[src/rtl/uart_pkg.sv]
// Shared encodings for the uart_fmt block: parity modes, FSM states and the divisor floor.
package uart_pkg;

  localparam logic [1:0] PAR_NONE = 2'd0;
  localparam logic [1:0] PAR_EVEN = 2'd1;
  localparam logic [1:0] PAR_ODD  = 2'd2;

  // Below this many clocks-per-bit-minus-1 the mid-bit sample point is ill-defined.
  localparam int MIN_DIV = 3;

  typedef enum logic [2:0] {
    RX_IDLE, RX_START, RX_DATA, RX_PARITY, RX_STOP, RX_WAIT_HIGH
  } rx_state_t;

  typedef enum logic [2:0] {
    TX_IDLE, TX_START, TX_DATA, TX_PARITY, TX_STOP
  } tx_state_t;

  function automatic logic par_on(input logic [1:0] mode);
    case (mode)
      PAR_EVEN, PAR_ODD: return 1'b1;
      PAR_NONE:          return 1'b0;
      default:           return 1'b0;
    endcase
  endfunction

endpackage

[src/rtl/uart_bit_timer.sv]
// Loadable down-counter holding at zero; flag is "expired" for bit timing,
// or "still running" in the STRETCH variant used for the activity LEDs.
module uart_bit_timer #(
  parameter int W       = 16,
  parameter bit STRETCH = 1'b0
) (
  input  logic         clk,
  input  logic         rst,
  input  logic         load,
  input  logic [W-1:0] load_val,
  output logic         flag
);

  logic [W-1:0] cnt;

  always_ff @(posedge clk or posedge rst) begin
    if (rst)             cnt <= '0;
    else if (load)       cnt <= load_val;
    else if (cnt != '0)  cnt <= cnt - W'(1);
  end

  assign flag = STRETCH ? (cnt != '0) : (cnt == '0);

endmodule

[src/rtl/uart_fmt.sv]
// Full-duplex UART, 5..9 data bits, optional parity, 1/2 stop bits, runtime divisor.
// TX accepts one byte when idle (tx_ready); RX reports each frame as a one-cycle rx_valid pulse.
module uart_fmt
  import uart_pkg::*;
#(
  parameter int DATA_BITS   = 8,
  parameter int DIV_W       = 16,
  parameter int DEFAULT_DIV = 3,
  parameter int LED_W       = 17
) (
  input  logic                 clk,
  input  logic                 rst,
  input  logic                 rx,
  output logic                 tx,
  input  logic [DIV_W-1:0]     cfg_div,
  input  logic [1:0]           cfg_parity,
  input  logic                 cfg_stop2,
  input  logic                 tx_valid,
  input  logic [DATA_BITS-1:0] tx_data,
  output logic                 tx_ready,
  output logic                 rx_valid,
  output logic [DATA_BITS-1:0] rx_data,
  output logic                 rx_frame_err,
  output logic                 rx_parity_err,
  output logic                 rx_break,
  output logic                 is_transmitting,
  output logic                 is_receiving
);

  localparam int IDX_W = $clog2(DATA_BITS + 1);
  localparam logic [IDX_W-1:0] LAST_IDX = IDX_W'(DATA_BITS - 1);

  logic [DIV_W-1:0] d_eff;
  assign d_eff = (cfg_div < DIV_W'(MIN_DIV)) ? DIV_W'(MIN_DIV) : cfg_div;

  // ---------------- TX ----------------
  tx_state_t            tx_state, tx_state_n;
  logic [DATA_BITS-1:0] tx_sh, tx_sh_n;
  logic [IDX_W-1:0]     tx_idx, tx_idx_n;
  logic [DIV_W-1:0]     tx_div, tx_div_n, tx_tmr_val;
  logic                 tx_pbit, tx_pbit_n, tx_par_en, tx_par_en_n;
  logic                 tx_stop2, tx_stop2_n, tx_second, tx_second_n;
  logic                 tx_tmr_load, tx_zero, tx_go, tx_n;

  assign tx_ready = (tx_state == TX_IDLE);
  assign tx_go    = tx_valid && tx_ready;

  always_comb begin
    tx_state_n  = tx_state;
    tx_sh_n     = tx_sh;
    tx_idx_n    = tx_idx;
    tx_div_n    = tx_div;
    tx_pbit_n   = tx_pbit;
    tx_par_en_n = tx_par_en;
    tx_stop2_n  = tx_stop2;
    tx_second_n = tx_second;
    tx_tmr_load = 1'b0;
    tx_tmr_val  = tx_div;
    case (tx_state)
      TX_IDLE: if (tx_valid) begin
        tx_state_n  = TX_START;
        tx_sh_n     = tx_data;
        tx_pbit_n   = (^tx_data) ^ (cfg_parity == PAR_ODD);
        tx_par_en_n = par_on(cfg_parity);
        tx_stop2_n  = cfg_stop2;
        tx_div_n    = d_eff;
        tx_tmr_load = 1'b1;
        tx_tmr_val  = d_eff;
      end
      TX_START: if (tx_zero) begin
        tx_state_n  = TX_DATA;
        tx_idx_n    = '0;
        tx_tmr_load = 1'b1;
      end
      TX_DATA: if (tx_zero) begin
        tx_sh_n     = tx_sh >> 1;
        tx_idx_n    = tx_idx + IDX_W'(1);
        tx_tmr_load = 1'b1;
        tx_second_n = 1'b0;
        if (tx_idx == LAST_IDX) tx_state_n = tx_par_en ? TX_PARITY : TX_STOP;
      end
      TX_PARITY: if (tx_zero) begin
        tx_state_n  = TX_STOP;
        tx_tmr_load = 1'b1;
      end
      TX_STOP: if (tx_zero) begin
        if (tx_stop2 && !tx_second) begin
          tx_second_n = 1'b1;
          tx_tmr_load = 1'b1;
        end else begin
          tx_state_n = TX_IDLE;
        end
      end
      default: tx_state_n = TX_IDLE;
    endcase
    // The line level is registered from next-state values so tx stays glitch-free.
    case (tx_state_n)
      TX_START:  tx_n = 1'b0;
      TX_DATA:   tx_n = tx_sh_n[0];
      TX_PARITY: tx_n = tx_pbit_n;
      default:   tx_n = 1'b1;
    endcase
  end

  always_ff @(posedge clk or posedge rst) begin
    if (rst) begin
      tx_state  <= TX_IDLE;
      tx_sh     <= '0;
      tx_idx    <= '0;
      tx_div    <= DIV_W'(DEFAULT_DIV);
      tx_pbit   <= 1'b0;
      tx_par_en <= 1'b0;
      tx_stop2  <= 1'b0;
      tx_second <= 1'b0;
      tx        <= 1'b1;
    end else begin
      tx_state  <= tx_state_n;
      tx_sh     <= tx_sh_n;
      tx_idx    <= tx_idx_n;
      tx_div    <= tx_div_n;
      tx_pbit   <= tx_pbit_n;
      tx_par_en <= tx_par_en_n;
      tx_stop2  <= tx_stop2_n;
      tx_second <= tx_second_n;
      tx        <= tx_n;
    end
  end

  uart_bit_timer #(.W(DIV_W)) u_tx_tmr (
    .clk(clk), .rst(rst), .load(tx_tmr_load), .load_val(tx_tmr_val), .flag(tx_zero)
  );
  uart_bit_timer #(.W(LED_W), .STRETCH(1'b1)) u_tx_led (
    .clk(clk), .rst(rst), .load(tx_go), .load_val({LED_W{1'b1}}), .flag(is_transmitting)
  );

  // ---------------- RX ----------------
  logic                 rx_meta, rx_s;
  rx_state_t            rx_state, rx_state_n;
  logic [DATA_BITS-1:0] rx_sh, rx_sh_n, rx_data_n;
  logic [IDX_W-1:0]     rx_idx, rx_idx_n;
  logic [DIV_W-1:0]     rx_div, rx_div_n, rx_tmr_val;
  logic                 rx_pbit, rx_pbit_n, rx_par_en, rx_par_en_n, rx_odd, rx_odd_n;
  logic                 rx_valid_n, ferr_n, perr_n, brk_n;
  logic                 rx_tmr_load, rx_zero, rx_go;

  always_ff @(posedge clk or posedge rst) begin
    if (rst) begin
      rx_meta <= 1'b1;
      rx_s    <= 1'b1;
    end else begin
      rx_meta <= rx;
      rx_s    <= rx_meta;
    end
  end

  always_comb begin
    rx_state_n  = rx_state;
    rx_sh_n     = rx_sh;
    rx_idx_n    = rx_idx;
    rx_div_n    = rx_div;
    rx_pbit_n   = rx_pbit;
    rx_par_en_n = rx_par_en;
    rx_odd_n    = rx_odd;
    rx_data_n   = rx_data;
    rx_valid_n  = 1'b0;
    ferr_n      = rx_frame_err;
    perr_n      = rx_parity_err;
    brk_n       = rx_break;
    rx_go       = 1'b0;
    rx_tmr_load = 1'b0;
    rx_tmr_val  = rx_div;
    case (rx_state)
      RX_IDLE: if (!rx_s) begin
        rx_go       = 1'b1;
        rx_state_n  = RX_START;
        rx_div_n    = d_eff;
        rx_par_en_n = par_on(cfg_parity);
        rx_odd_n    = (cfg_parity == PAR_ODD);
        rx_tmr_load = 1'b1;
        rx_tmr_val  = d_eff >> 1;   // half a bit: later samples land mid-bit
      end
      RX_START: if (rx_zero) begin
        if (rx_s) begin
          rx_state_n = RX_IDLE;
        end else begin
          rx_state_n  = RX_DATA;
          rx_idx_n    = '0;
          rx_tmr_load = 1'b1;
        end
      end
      RX_DATA: if (rx_zero) begin
        rx_sh_n     = {rx_s, rx_sh[DATA_BITS-1:1]};
        rx_idx_n    = rx_idx + IDX_W'(1);
        rx_tmr_load = 1'b1;
        if (rx_idx == LAST_IDX) rx_state_n = rx_par_en ? RX_PARITY : RX_STOP;
      end
      RX_PARITY: if (rx_zero) begin
        rx_pbit_n   = rx_s;
        rx_tmr_load = 1'b1;
        rx_state_n  = RX_STOP;
      end
      RX_STOP: if (rx_zero) begin
        rx_valid_n = 1'b1;
        rx_data_n  = rx_sh;
        ferr_n     = !rx_s;
        perr_n     = rx_par_en && (((^rx_sh) ^ rx_pbit) != rx_odd);
        brk_n      = !rx_s && (rx_sh == '0) && !(rx_par_en && rx_pbit);
        rx_state_n = rx_s ? RX_IDLE : RX_WAIT_HIGH;
      end
      RX_WAIT_HIGH: if (rx_s) rx_state_n = RX_IDLE;
      default: rx_state_n = RX_IDLE;
    endcase
  end

  always_ff @(posedge clk or posedge rst) begin
    if (rst) begin
      rx_state      <= RX_IDLE;
      rx_sh         <= '0;
      rx_idx        <= '0;
      rx_div        <= DIV_W'(DEFAULT_DIV);
      rx_pbit       <= 1'b0;
      rx_par_en     <= 1'b0;
      rx_odd        <= 1'b0;
      rx_valid      <= 1'b0;
      rx_data       <= '0;
      rx_frame_err  <= 1'b0;
      rx_parity_err <= 1'b0;
      rx_break      <= 1'b0;
    end else begin
      rx_state      <= rx_state_n;
      rx_sh         <= rx_sh_n;
      rx_idx        <= rx_idx_n;
      rx_div        <= rx_div_n;
      rx_pbit       <= rx_pbit_n;
      rx_par_en     <= rx_par_en_n;
      rx_odd        <= rx_odd_n;
      rx_valid      <= rx_valid_n;
      rx_data       <= rx_data_n;
      rx_frame_err  <= ferr_n;
      rx_parity_err <= perr_n;
      rx_break      <= brk_n;
    end
  end

  uart_bit_timer #(.W(DIV_W)) u_rx_tmr (
    .clk(clk), .rst(rst), .load(rx_tmr_load), .load_val(rx_tmr_val), .flag(rx_zero)
  );
  uart_bit_timer #(.W(LED_W), .STRETCH(1'b1)) u_rx_led (
    .clk(clk), .rst(rst), .load(rx_go), .load_val({LED_W{1'b1}}), .flag(is_receiving)
  );

endmodule

[config.mk]
export PLATFORM = sky130hd
export DESIGN_NAME = uart_fmt
export DESIGN_NICKNAME = d
export VERILOG_FILES = /design/src/rtl/uart_pkg.sv /design/src/rtl/uart_bit_timer.sv /design/src/rtl/uart_fmt.sv
export SDC_FILE = /design/constraint.sdc
export NUM_CORES = 1
export LEC_CHECK = 0
export CAP_MARGIN = 20
export CORE_MARGIN = 2
export CORE_UTILIZATION = 64
export DETAILED_ROUTE_END_ITERATION = 8
export DONT_BUFFER_PORTS = 1
export PLACE_DENSITY = 0.8
export SETUP_SLACK_MARGIN = 0.1
export SLEW_MARGIN = 25
export SYNTH_ARGS = -nofsm -noshare
export SYNTH_HDL_FRONTEND = slang
export SYNTH_SLANG_ARGS = --single-unit
[constraint.sdc]
create_clock -name clk -period 6.05 [get_ports clk]
set_input_delay 0.9075 -clock clk [delete_from_list [all_inputs] [get_ports clk]]
set_output_delay 0.9075 -clock clk [all_outputs]
set_load 0.03 [all_outputs]
==> flow_summary.html, run 1 <==
<table>
<tr><th>Metric</th><th>Value</th></tr>
<tr><th colspan="2">Layout</th></tr>
<tr><td>Fin cells</td><td>960</td></tr>
<tr><td>Post-route cell area</td><td>0.00818 sq mm</td></tr>
<tr><td>Most common cell after layout, fill and taps aside</td><td>sky130_fd_sc_hd__nand2_1</td></tr>
<tr><td>Fill cells</td><td>867</td></tr>
<tr><td>Layout cells sized above 1</td><td>0.0783</td></tr>
<tr><td>Diode insertion count for antenna repair</td><td>0</td></tr>
<tr><td>Layout Nets</td><td>roughly 850</td></tr>
<tr><td>Final cell utilization of the core</td><td>0.716</td></tr>
<tr><td>Area growth from synthesis to layout</td><td>9.17%</td></tr>
<tr><td>Top library cells by usage in the layout, fill and taps aside</td><td>192 x sky130_fd_sc_hd__nand2_1, 143 x sky130_fd_sc_hd__dfrtp_1, 44 x sky130_fd_sc_hd__o21ai_1</td></tr>
<tr><th colspan="2">Route</th></tr>
<tr><td>Drc violations</td><td>0</td></tr>
<tr><td>Routed wire length per instance</td><td>16.6 um</td></tr>
<tr><td>Detail-routed via count per cell</td><td>6.08</td></tr>
<tr><td>Routed Wire Length</td><td>15.9 mm</td></tr>
<tr><td>Total number of vias</td><td>5840</td></tr>
<tr><td>1st-iter DRT viols</td><td>362</td></tr>
<tr><td>Detail Route Antenna Nets</td><td>0</td></tr>
<tr><td>First-pass iteration count of the detailed router</td><td>5</td></tr>
<tr><th colspan="2">Global routing</th></tr>
<tr><td>Wire length of the first global-routing pass</td><td>~28 mm</td></tr>
<tr><td>Gr ovfl total</td><td>0</td></tr>
<tr><td>Number of antenna violations at the first check in global routing</td><td>0</td></tr>
<tr><td>Maximum number of pins on one net before global-route repair</td><td>81</td></tr>
<tr><td>Overall global routing resource usage</td><td>0.271</td></tr>
<tr><td>Vias in the first global route</td><td>a little under 6000</td></tr>
<tr><th colspan="2">Logic synthesis</th></tr>
<tr><td>Flip-flop and latch count after synthesis</td><td>150</td></tr>
<tr><td>Post-Synthesis Mean Instance Area</td><td>9.18 sq um</td></tr>
<tr><td>Syn. warnings</td><td>0</td></tr>
<tr><td>Cells taking the most area after synthesis</td><td>sky130_fd_sc_hd__dfrtp_1 48%, sky130_fd_sc_hd__nand2_1 9.6%, sky130_fd_sc_hd__xnor2_1 4.4%</td></tr>
<tr><td>Number of distinct library cell variants in the gate-level netlist after synthesis</td><td>61</td></tr>
<tr><td>Async S/R FF share, synth</td><td>1.00</td></tr>
<tr><td>Synthesized netlist cell count</td><td>around 800</td></tr>
<tr><td>Sequential share of the synthesized area</td><td>0.502</td></tr>
<tr><td>Biggest area consumer among synthesized cells</td><td>sky130_fd_sc_hd__dfrtp_1</td></tr>
<tr><td>Most common flop cell mapped by yosys</td><td>sky130_fd_sc_hd__dfrtp_1</td></tr>
<tr><td>Fraction of synthesized cell area taken by the top area cell type</td><td>0.478</td></tr>
<tr><td>Number of flops mapped to enable cells by yosys</td><td>0</td></tr>
<tr><td>Summed instance area of the synthesized netlist</td><td>~0.0075 sq mm</td></tr>
<tr><td>Post-Syn Nets</td><td>860</td></tr>
<tr><th colspan="2">STA</th></tr>
<tr><td>Slew HR</td><td>0.405</td></tr>
<tr><td>Number of setup violations in the final report</td><td>0</td></tr>
<tr><td>Max Transition Viols Final</td><td>0</td></tr>
<tr><td>Period utilisation layout</td><td>0.542</td></tr>
<tr><td>Final critical delay including setup and external delays</td><td>3.28 ns</td></tr>
<tr><td>Fmax</td><td>305 MHz</td></tr>
<tr><td>Worst-margin pin slew</td><td>0.885 ns</td></tr>
<tr><td>Post-route setup TNS</td><td>0 ns</td></tr>
<tr><td>Final worst hold slack</td><td>0.357 ns</td></tr>
<tr><td>Setup repair after global routing missed its margin</td><td>false</td></tr>
<tr><td>Post-route clock skew</td><td>0.00858 ns</td></tr>
<tr><td>Worst setup slack after layout</td><td>2.77 ns</td></tr>
<tr><td>Number of failing hold endpoints at the final stage</td><td>0</td></tr>
<tr><th colspan="2">Clock network</th></tr>
<tr><td>Number of buffers created by CTS</td><td>17</td></tr>
<tr><td>Number of clock sinks</td><td>150</td></tr>
<tr><td>Clock tree from TritonCTS</td><td>built</td></tr>
<tr><td>Insertion delay to the later sink of the worst-skew pair</td><td>around 0.42 ns</td></tr>
<tr><td>Setup Buffers After CTS</td><td>0</td></tr>
<tr><td>H-tree depth</td><td>4</td></tr>
<tr><td>Hold bufs inserted after CTS</td><td>0</td></tr>
<tr><td>Buffer type at the clock tree root</td><td>sky130_fd_sc_hd__clkbuf_16</td></tr>
<tr><td>Max Buffers Root-to-Sink</td><td>2</td></tr>
<tr><td>Resized Gates After CTS</td><td>0</td></tr>
<tr><td>Clock-pin slew on the worst setup and hold paths</td><td>0.06 ns</td></tr>
<tr><th colspan="2">Place</th></tr>
<tr><td>Buffers added on ports</td><td>0</td></tr>
<tr><td>Half-perimeter wire length of the detailed placement result</td><td>10.6 mm</td></tr>
<tr><td>Minimum setup slack after placement</td><td>2.97 ns</td></tr>
<tr><td>Post-detailed-placement cell area</td><td>0.00757 sq mm</td></tr>
<tr><td>Placed Cells</td><td>about 930</td></tr>
<tr><td>Weighted congestion reported at the end of routability-driven placement</td><td>slightly below 0.9</td></tr>
<tr><th colspan="2">Floorplanning</th></tr>
<tr><td>Effective utilization at floorplan</td><td>0.656</td></tr>
<tr><td>Chip Height</td><td>112 um</td></tr>
<tr><td>Core area</td><td>0.0114 sq mm</td></tr>
<tr><td>Die boundary width</td><td>112 um</td></tr>
<tr><td>Row count</td><td>39</td></tr>
<tr><td>Area enclosed by the die boundary</td><td>around 0.013 sq mm</td></tr>
<tr><td>I/O pin count</td><td>47</td></tr>
<tr><th colspan="2">Power and ir drop</th></tr>
<tr><td>Max VDD drop</td><td>274 uV</td></tr>
<tr><td>Power Dens Cells</td><td>380 mW/mm^2</td></tr>
<tr><td>Final total power</td><td>3.11 mW</td></tr>
<tr><td>Lkg Pwr</td><td>3.37 nW</td></tr>
<tr><th colspan="2">Setup path</th></tr>
<tr><td>List of cells traversed by the critical path</td><td>or4_1 -&gt; or4_1 -&gt; nor2_4 -&gt; inv_2</td></tr>
<tr><td>Critical Path Sink Type</td><td>output pin</td></tr>
<tr><td>Critical path's top delay family</td><td>simple AND/OR/NAND/NOR gates</td></tr>
<tr><td>Slowest Stage Delay on Critical Path</td><td>between 0.5 and 0.6 ns</td></tr>
<tr><td>Data arrival at the endpoint of the critical path</td><td>2.37 ns</td></tr>
<tr><td>Number of gates on the worst path with buffers counted</td><td>4</td></tr>
<tr><td>Most frequent cell on the critical path</td><td>sky130_fd_sc_hd__or4_1</td></tr>
<tr><td>Maximum fanout along the worst path</td><td>6</td></tr>
<tr><td>Buffer and inverter count on the worst path</td><td>1</td></tr>
<tr><td>Count of cells along the worst register-to-register path</td><td>5</td></tr>
<tr><td>Data required time of the critical path</td><td>slightly above 5 ns</td></tr>
<tr><td>Start-to-end type of the worst setup path</td><td>reg2out</td></tr>
<tr><td>Crit path launch type</td><td>flip-flop</td></tr>
<tr><td>Max stage delay cell, worst path</td><td>sky130_fd_sc_hd__or4_1</td></tr>
<tr><th colspan="2">Hold path</th></tr>
<tr><td>Kind of path behind the tightest hold check</td><td>reg2reg</td></tr>
<tr><td>Count of cells along the worst hold path</td><td>0</td></tr>
<tr><th colspan="2">Run</th></tr>
<tr><td>Max-capacitance violation count</td><td>0</td></tr>
<tr><th colspan="2">Status</th></tr>
<tr><td>Run status</td><td>finished clean</td></tr>
</table>
-- state kept, by name, summed over array words and instances, names as in the netlist, 8 cells and up --
name and count:
rx_div 16, tx_sh 8, u_tx_tmr.cnt 16, u_rx_led.cnt 17, rx_sh 8, rx_data 8
u_tx_led.cnt 17, u_rx_tmr.cnt 16, tx_div 16
-- final timing paths --
| path | start | to | slack [ns] |
|---|---|---|---|
| worst max register to register | u_rx_tmr.cnt[4] | rx_data[5] | 2.88 |
| worst min-delay path | rx_meta | rx_s | 0.36 |
| max in group asynchronous | rst | u_tx_led.cnt[0] | 4.21 |
| worst min register to register | rx_meta | rx_s | 0.36 |
| worst max-delay path | u_rx_led.cnt[9] | is_receiving | 2.77 |
| min in group asynchronous | rst | rx_sh[3] | 0.46 |
-- layout make-up --
class | instances | area (sq um) | area share
Multi-Input combinational cell | 602 | 3490 | 0.427
Clock inverter | 11 | 148 | 0.0181
Sequential cell | 150 | 3760 | 0.460
Inverter | 28 | 110 | 0.0135
Tap cell | 143 | 179 | 0.0219
Clock buffer | 21 | 450 | 0.0551
Timing Repair Buffer | 5 | 37.5 | 0.00459
-- power breakdown --
group / internal, mW / switching (mW)
sequential: 1.22 / 0.196
combinational: 0.275 / 0.352
clock: 0.661 / 0.406
-- synth_stat cells, drive strengths merged (4+ instances only) --
cell type and number:
ha 13, nand3 29, mux2 6, dfstp 7, nor3 34, nand2 192, and3 5, xnor2 38
dfrtp 143, o211ai 4, nand2b 5, nor3b 4, a31oi 8, nand4 5, a21oi 25, or4 14
nor2b 11, nor4 19, o31ai 8, or3 10, buf 12, inv 27, nand4b 4, o21a 11
xor2 17, clkbuf 24, nor2 41, a22oi 8, o21ai 62
-- cells by family after synthesis --
kind of cell,synth area share
DFF,0.502
and+or+nand+nor,0.245
buffers and inverters,0.0343
AOI/OAI and AO/OA,0.118
muxes,0.0117
adders and majority gates,0.0217
xor gates and xnor gates,0.0673
-- metal layers --
layer | track usage | share of wire | up-vias
li1 | - | - | 2795
met4 | 0.0919 | 0.022 | 0
met1 | 0.357 | 0.43 | 2825
met2 | 0.427 | 0.49 | 187
met3 | 0.0918 | 0.067 | 33
met5 | 0 | 0 | -
No activity file was read; power rests on OpenSTA's default activity.
==> run 2: changes to the inputs <==
CORE_UTILIZATION = 58   (was 64)
PLACE_DENSITY = 0.76   (was 0.8)
clock period = 2.95 ns   (was 6.05 ns; I/O delays follow)
==> run 2 against run 1 <==
Cell area up 2.0%. Core utilization fell by 5.5 points. Combinational power rose by 110%. Final cell count is 4.4% higher. Sequential share of layout area fell by 0.92 points. Clock power increased by 100%. Global-route usage fell by 1.4 points. Via count is 0.87% higher. Worst setup slack lost 2.5 ns. Critical path depth stayed put.
==> flow_summary.html, run 2 (synthesized netlist as in run 1, its figures left out) <==
<table>
<tr><th>Metric</th><th>Value</th></tr>
<tr><th colspan="2">Layout</th></tr>
<tr><td>Diode insertion count for antenna repair</td><td>0 (unchanged)</td></tr>
<tr><td>Final cell utilization of the core</td><td>0.661 (-0.0550)</td></tr>
<tr><td>Post-route cell area</td><td>0.00834 sq mm (+2.0%)</td></tr>
<tr><td>Area growth from synthesis to layout</td><td>11.4%</td></tr>
<tr><td>Registers with the most flip-flops</td><td>u_rx_led.cnt x17, u_tx_led.cnt x17</td></tr>
<tr><td>Layout Nets</td><td>861 (+1.5%)</td></tr>
<tr><td>Most common cell after layout, fill and taps aside</td><td>sky130_fd_sc_hd__nand2_1</td></tr>
<tr><td>Layout cells sized above 1</td><td>0.0952 (+0.0168)</td></tr>
<tr><td>Top library cells by usage in the layout, fill and taps aside</td><td>192 x sky130_fd_sc_hd__nand2_1, 143 x sky130_fd_sc_hd__dfrtp_1, 44 x sky130_fd_sc_hd__o21ai_1</td></tr>
<tr><th colspan="2">Clock network</th></tr>
<tr><td>Max Buffers Root-to-Sink</td><td>2 (unchanged)</td></tr>
<tr><td>Number of clock sinks</td><td>150 (unchanged)</td></tr>
<tr><td>Buffer type at the clock tree root</td><td>sky130_fd_sc_hd__clkbuf_16</td></tr>
<tr><td>H-tree depth</td><td>4 (unchanged)</td></tr>
<tr><td>Insertion delay to the later sink of the worst-skew pair</td><td>0.42 ns (about the same)</td></tr>
<tr><td>Number of buffers created by CTS</td><td>17 (unchanged)</td></tr>
<tr><td>Clock-pin slew on the worst setup and hold paths</td><td>0.06 ns (about the same)</td></tr>
<tr><td>Clock tree from TritonCTS</td><td>built</td></tr>
<tr><th colspan="2">Power and ir drop</th></tr>
<tr><td>Max VDD drop</td><td>570 uV (+110%)</td></tr>
<tr><td>Final total power</td><td>6.37 mW (+100%)</td></tr>
<tr><td>Lkg Pwr</td><td>3.44 nW (+2.0%)</td></tr>
<tr><td>Power Dens Cells</td><td>763 mW/mm^2 (+100%)</td></tr>
<tr><th colspan="2">STA</th></tr>
<tr><td>Slew HR</td><td>0.461 (+0.0562)</td></tr>
<tr><td>Final worst hold slack</td><td>0.0201 ns (-0.337 ns)</td></tr>
<tr><td>Post-route clock skew</td><td>0.00752 ns (-0.00106 ns)</td></tr>
<tr><td>Number of setup violations in the final report</td><td>0 (unchanged)</td></tr>
<tr><td>Number of failing hold endpoints at the final stage</td><td>0 (unchanged)</td></tr>
<tr><td>Post-route setup TNS</td><td>0 ns (unchanged)</td></tr>
<tr><td>Fmax</td><td>367 MHz</td></tr>
<tr><td>Period utilisation layout</td><td>0.924</td></tr>
<tr><td>Worst-margin pin slew</td><td>0.806 ns (-0.0794 ns)</td></tr>
<tr><td>Max Transition Viols Final</td><td>0 (unchanged)</td></tr>
<tr><td>Setup repair after global routing missed its margin</td><td>false</td></tr>
<tr><td>Final critical delay including setup and external delays</td><td>2.72 ns</td></tr>
<tr><th colspan="2">Run</th></tr>
<tr><td>Max-capacitance violation count</td><td>0 (unchanged)</td></tr>
<tr><th colspan="2">Global routing</th></tr>
<tr><td>Number of antenna violations at the first check in global routing</td><td>0 (unchanged)</td></tr>
<tr><td>Maximum number of pins on one net before global-route repair</td><td>47 (-42%)</td></tr>
<tr><td>Gr ovfl total</td><td>0 (unchanged)</td></tr>
<tr><td>Wire length of the first global-routing pass</td><td>28.9 mm (+4.4%)</td></tr>
<tr><td>Vias in the first global route</td><td>6038 (+4.0%)</td></tr>
<tr><td>Overall global routing resource usage</td><td>0.257 (-0.0137)</td></tr>
<tr><th colspan="2">Place</th></tr>
<tr><td>Post-detailed-placement cell area</td><td>0.00773 sq mm (+2.1%)</td></tr>
<tr><td>Buffers added on ports</td><td>0 (unchanged)</td></tr>
<tr><td>Half-perimeter wire length of the detailed placement result</td><td>11.2 mm (+5.0%)</td></tr>
<tr><td>Weighted congestion reported at the end of routability-driven placement</td><td>0.835 (-4.0%)</td></tr>
<tr><th colspan="2">Setup path</th></tr>
<tr><td>Data arrival at the endpoint of the critical path</td><td>2.28 ns (-0.09 ns)</td></tr>
<tr><td>Slack of the worst reg-to-reg path</td><td>0.34 ns (-2.54 ns)</td></tr>
<tr><td>Buffer and inverter count on the worst path</td><td>1 (unchanged)</td></tr>
<tr><td>Max stage delay cell, worst path</td><td>sky130_fd_sc_hd__or4_1</td></tr>
<tr><td>List of cells traversed by the critical path</td><td>or4_1 -&gt; or4_4 -&gt; nor2_4 -&gt; inv_2</td></tr>
<tr><td>Data required time of the critical path</td><td>2.51 ns (-2.63 ns)</td></tr>
<tr><td>Start-to-end type of the worst setup path</td><td>reg2out</td></tr>
<tr><td>Crit path launch type</td><td>flip-flop</td></tr>
<tr><td>Slowest Stage Delay on Critical Path</td><td>0.58 ns (about the same)</td></tr>
<tr><td>Critical Path Sink Type</td><td>output pin</td></tr>
<tr><td>Maximum fanout along the worst path</td><td>6 (unchanged)</td></tr>
<tr><td>Critical path's top delay family</td><td>simple AND/OR/NAND/NOR gates</td></tr>
<tr><th colspan="2">Route</th></tr>
<tr><td>Detail-routed via count per cell</td><td>5.88 (-3.4%)</td></tr>
<tr><td>Detail Route Antenna Nets</td><td>0 (unchanged)</td></tr>
<tr><td>Drc violations</td><td>0 (unchanged)</td></tr>
<tr><td>Routed Wire Length</td><td>16.7 mm (+5.0%)</td></tr>
<tr><td>1st-iter DRT viols</td><td>510 (+41%)</td></tr>
<tr><td>Routed wire length per instance</td><td>16.7 um (+0.62%)</td></tr>
<tr><td>First-pass iteration count of the detailed router</td><td>5 (unchanged)</td></tr>
<tr><td>Total number of vias</td><td>5891 (+0.87%)</td></tr>
<tr><th colspan="2">Floorplanning</th></tr>
<tr><td>Row count</td><td>41 (+5.1%)</td></tr>
<tr><td>I/O pin count</td><td>47 (unchanged)</td></tr>
<tr><td>Area enclosed by the die boundary</td><td>0.0138 sq mm (+10%)</td></tr>
<tr><td>Chip Height</td><td>118 um (+4.9%)</td></tr>
<tr><td>Effective utilization at floorplan</td><td>0.593 (-0.0624)</td></tr>
<tr><td>Core area</td><td>0.0126 sq mm (+11%)</td></tr>
<tr><td>Die boundary width</td><td>118 um (+4.9%)</td></tr>
<tr><th colspan="2">Status</th></tr>
<tr><td>Run status</td><td>finished clean</td></tr>
<tr><th colspan="2">Hold path</th></tr>
<tr><td>Kind of path behind the tightest hold check</td><td>in2async</td></tr>
</table>
## run 2: repair_timing
item	4_1_cts	5_1_grt
endpoints found under the setup margin	0	1
endpoints found under the hold margin	1	0
buffers inserted	0	0
resized for setup	0	1
hold buffers	1	0
## run 2: stage by stage
stage	setup slack, ns	instances
CTS	0.142	1002
floorplan	0.624	816
global placement	0.535	969
finish	0.225	1002
global route	0.133	1002
detailed placement	0.429	969
## run 2: path summary, 6_finish.rpt
| kind | end | from | cells past startpoint |
|---|---|---|---|
| min | rx_div[13] | rst | 1 |
| max | is_receiving | u_rx_led.cnt[9] | 4 |
| min reg2reg | rx_s | rx_meta | 0 |
| min in group clk | rx_div[5] | cfg_div[5] | 2 |
| max reg2reg | tx_sh[4] | u_tx_tmr.cnt[0] | 8 |
| max in group asynchronous | rx_div[1] | rst | 2 |
## run 2: routing by layer
layer	vias to the layer above	GRT usage	routed length, um
met3	29	0.0751	1060
met5	-	0	0
met2	167	0.420	8280
met4	0	0.0986	302
met1	2875	0.325	7050
li1	2820	-	-
## run 2: area by class of cell
type | instances | area [sq um]
well taps | 172 | 215
clock inverters | 14 | 150
multi-input cells | 602 | 3490
repair buffers | 18 | 175
inverters | 28 | 109
clock buffers | 18 | 439
flip-flops and latches | 150 | 3760
fillers | 1043 | 4280
## run 2: power breakdown
part | internal [mW] | switching [mW] | leakage, nW
clock network | 1.27 | 0.876 | 0.283
logic | 0.584 | 0.715 | 1.37
registers | 2.49 | 0.425 | 1.79
total | 4.35 | 2.02 | 3.44
==> run 3: changes to the inputs <==
RECOVER_POWER = 50   (was unset)
==> run 3 against run 2 <==
The flow now finishes with violations (capacitance limit, slew limit). Via count decreased by 0.75%. Die area is the same. Worst setup slack got worse by 0.0038 ns. Fmax is 0.14% lower. Worst hold slack improved by 0.10 ns. Core utilization is 0.39 points lower. Critical path type unchanged. Critical endpoint unchanged. Largest power group unchanged.
==> flow_summary.html, run 3 (synthesized netlist as in run 1, its figures left out) <==
<table>
<tr><th>Metric</th><th>Value</th></tr>
<tr><th colspan="2">Setup path</th></tr>
<tr><td>Slack of the worst reg-to-reg path</td><td>0.34 ns (about the same)</td></tr>
<tr><td>Slowest Stage Delay on Critical Path</td><td>0.58 ns (about the same)</td></tr>
<tr><td>Data arrival at the endpoint of the critical path</td><td>2.29 ns (about the same)</td></tr>
<tr><td>Data required time of the critical path</td><td>2.51 ns (about the same)</td></tr>
<tr><td>Start-to-end type of the worst setup path</td><td>reg2out</td></tr>
<tr><td>Max stage delay cell, worst path</td><td>sky130_fd_sc_hd__or4_1</td></tr>
<tr><td>List of cells traversed by the critical path</td><td>or4_1 -&gt; or4_4 -&gt; nor2_4 -&gt; inv_2</td></tr>
<tr><td>Critical Path Sink Type</td><td>output pin</td></tr>
<tr><td>Maximum fanout along the worst path</td><td>6 (unchanged)</td></tr>
<tr><td>Crit path launch type</td><td>flip-flop</td></tr>
<tr><th colspan="2">STA</th></tr>
<tr><td>Final worst hold slack</td><td>0.124 ns (+0.104 ns)</td></tr>
<tr><td>Post-route clock skew</td><td>0.00987 ns (+0.00235 ns)</td></tr>
<tr><td>Number of setup violations in the final report</td><td>0 (unchanged)</td></tr>
<tr><td>Slew HR</td><td>-0.0451 (-0.506)</td></tr>
<tr><td>Period utilisation layout</td><td>0.925 (+0.00130)</td></tr>
<tr><td>Setup repair after global routing missed its margin</td><td>false</td></tr>
<tr><td>Number of failing hold endpoints at the final stage</td><td>0 (unchanged)</td></tr>
<tr><td>Worst-margin pin slew</td><td>1.57 ns (+0.762 ns)</td></tr>
<tr><td>Max Transition Viols Final</td><td>31 (+31)</td></tr>
<tr><td>Final critical delay including setup and external delays</td><td>2.73 ns (+0.00384 ns)</td></tr>
<tr><td>Post-route setup TNS</td><td>0 ns (unchanged)</td></tr>
<tr><td>Fmax</td><td>367 MHz (-0.14%)</td></tr>
<tr><th colspan="2">Clock network</th></tr>
<tr><td>Clock tree from TritonCTS</td><td>built</td></tr>
<tr><td>Buffer type at the clock tree root</td><td>sky130_fd_sc_hd__clkbuf_16</td></tr>
<tr><td>Max Buffers Root-to-Sink</td><td>2 (unchanged)</td></tr>
<tr><td>Clock-pin slew on the worst setup and hold paths</td><td>0.06 ns (about the same)</td></tr>
<tr><td>Number of buffers created by CTS</td><td>17 (unchanged)</td></tr>
<tr><td>Insertion delay to the later sink of the worst-skew pair</td><td>0.43 ns (about the same)</td></tr>
<tr><td>Setup Buffers After CTS</td><td>0 (unchanged)</td></tr>
<tr><td>Number of clock sinks</td><td>150 (unchanged)</td></tr>
<tr><td>H-tree depth</td><td>4 (unchanged)</td></tr>
<tr><th colspan="2">Global routing</th></tr>
<tr><td>Gr ovfl total</td><td>0 (unchanged)</td></tr>
<tr><td>Met1 Use GR</td><td>0.325 (unchanged)</td></tr>
<tr><td>Most congested layer reported by global routing</td><td>met2</td></tr>
<tr><td>Met2 usage in global routing</td><td>0.420 (unchanged)</td></tr>
<tr><td>Number of antenna violations at the first check in global routing</td><td>0 (unchanged)</td></tr>
<tr><td>Vias in the first global route</td><td>6038 (unchanged)</td></tr>
<tr><td>Wire length of the first global-routing pass</td><td>28.9 mm (unchanged)</td></tr>
<tr><td>Overall global routing resource usage</td><td>0.257 (unchanged)</td></tr>
<tr><td>Met3 global-route usage</td><td>0.0751 (unchanged)</td></tr>
<tr><td>Maximum number of pins on one net before global-route repair</td><td>47 (unchanged)</td></tr>
<tr><th colspan="2">Route</th></tr>
<tr><td>Detail-routed via count per cell</td><td>5.84 (-0.75%)</td></tr>
<tr><td>1st-iter DRT viols</td><td>473 (-7.3%)</td></tr>
<tr><td>First-pass iteration count of the detailed router</td><td>6 (+1)</td></tr>
<tr><td>Detail Route Antenna Nets</td><td>0 (unchanged)</td></tr>
<tr><td>Drc violations</td><td>0 (unchanged)</td></tr>
<tr><td>Routed wire length per instance</td><td>16.7 um (about the same)</td></tr>
<tr><td>Routed Wire Length</td><td>16.7 mm (about the same)</td></tr>
<tr><td>Total number of vias</td><td>5847 (-0.75%)</td></tr>
<tr><th colspan="2">Floorplanning</th></tr>
<tr><td>Core area</td><td>0.0126 sq mm (unchanged)</td></tr>
<tr><td>Effective utilization at floorplan</td><td>0.593 (unchanged)</td></tr>
<tr><td>Die boundary width</td><td>118 um (unchanged)</td></tr>
<tr><td>Chip Height</td><td>118 um (unchanged)</td></tr>
<tr><td>I/O pin count</td><td>47 (unchanged)</td></tr>
<tr><td>Area enclosed by the die boundary</td><td>0.0138 sq mm (unchanged)</td></tr>
<tr><td>Row count</td><td>41 (unchanged)</td></tr>
<tr><th colspan="2">Place</th></tr>
<tr><td>Weighted congestion reported at the end of routability-driven placement</td><td>0.835 (unchanged)</td></tr>
<tr><td>Buffers added on ports</td><td>0 (unchanged)</td></tr>
<tr><td>Half-perimeter wire length of the detailed placement result</td><td>11.2 mm (unchanged)</td></tr>
<tr><th colspan="2">Layout</th></tr>
<tr><td>Fill cells</td><td>1048 (+0.48%)</td></tr>
<tr><td>Area growth from synthesis to layout</td><td>10.7%</td></tr>
<tr><td>Diode insertion count for antenna repair</td><td>0 (unchanged)</td></tr>
<tr><td>Layout Nets</td><td>861 (unchanged)</td></tr>
<tr><td>Most common cell after layout, fill and taps aside</td><td>sky130_fd_sc_hd__nand2_1</td></tr>
<tr><td>Top library cells by usage in the layout, fill and taps aside</td><td>192 x sky130_fd_sc_hd__nand2_1, 143 x sky130_fd_sc_hd__dfrtp_1, 44 x sky130_fd_sc_hd__o21ai_1</td></tr>
<tr><td>Layout cells sized above 1</td><td>0.0940 (-0.00120)</td></tr>
<tr><td>Registers with the most flip-flops</td><td>u_rx_led.cnt x17, u_tx_led.cnt x17</td></tr>
<tr><th colspan="2">Status</th></tr>
<tr><td>Run status</td><td>complete, but fails checks</td></tr>
<tr><td>Violations in the final reports</td><td>capacitance limit, slew limit</td></tr>
<tr><th colspan="2">Power and ir drop</th></tr>
<tr><td>Max VDD drop</td><td>569 uV (-0.21%)</td></tr>
<tr><td>Lkg Pwr</td><td>3.42 nW (-0.55%)</td></tr>
<tr><td>Power Dens Cells</td><td>767 mW/mm^2 (+0.51%)</td></tr>
<tr><th colspan="2">Run</th></tr>
<tr><td>Max-capacitance violation count</td><td>1 (+1)</td></tr>
<tr><th colspan="2">Hold path</th></tr>
<tr><td>Kind of path behind the tightest hold check</td><td>in2reg</td></tr>
</table>
run 3: cell types whose count changed in the layout (fill, tap and decap cells not counted):
cell and delta:
sky130_fd_sc_hd__buf_12 -3, sky130_fd_sc_hd__clkbuf_1 +1, sky130_fd_sc_hd__clkbuf_2 +2, sky130_fd_sc_hd__clkinvlp_2 +1
sky130_fd_sc_hd__clkinvlp_4 -1
run 3: layout make-up:
type                       instances  area, sq um  area share
clock buffer                      18          439      0.0530
clock inverter                    14          150      0.0181
inverter                          28          106      0.0128
multi-input combinational        602         3490       0.421
sequential                       150         3760       0.454
tap                              172          215      0.0260
timing repair buffer              18          129      0.0155
run 3: power breakdown:
part / switching, mW / internal (mW)
Combinational: 0.717 / 0.577
Sequential: 0.425 / 2.49
Clock: 0.876 / 1.27
run 3: repair_timing:
item / 4_1_cts / 5_1_grt
endpoints found under the setup margin: 0 / 1
resized for setup: 0 / 1
hold buffers: 1 / 0
endpoints found under the hold margin: 1 / 0
run 3: worst paths after layout:
| path | endpoint | start | depth (start not counted) |
|---|---|---|---|
| hold reg to reg | rx_s | rx_meta | 0 |
| hold / removal | rx_div[5] | cfg_div[5] | 2 |
| setup reg to reg | tx_sh[4] | u_tx_tmr.cnt[0] | 8 |
| min in group asynchronous | rx_div[13] | rst | 1 |
| max in group asynchronous | rx_idx[0] | rst | 2 |
| setup / recovery | is_receiving | u_rx_led.cnt[9] | 4 |
run 3: per-stage QoR:
step                total power [mW]  instance area, sq um  utilization  worst slack [ns]  std cells
finish                          6.36                  8290        0.657             0.222       1002
global route                    6.74                  8290        0.657             0.133       1002
CTS                             6.39                  8330        0.660             0.142       1002
detailed placement              4.20                  7730        0.613             0.429        969
global placement                4.13                  7730        0.613             0.535        969
floorplan                       3.87                  7490            -             0.624        816
run 3: critical path: cells and delay by family (launching register included):
family | cells | cell delay (ns)
simple gates | 3 | 1.30
flops | 1 | 0.42
buf+inv | 1 | 0.14
run 3: per-layer routing:
| layer | up-vias | share of wire |
|---|---|---|
| met5 | - | 0 |
| met4 | 0 | 0.014 |
| met3 | 22 | 0.062 |
| met2 | 157 | 0.50 |
| met1 | 2848 | 0.42 |
| li1 | 2820 | - |
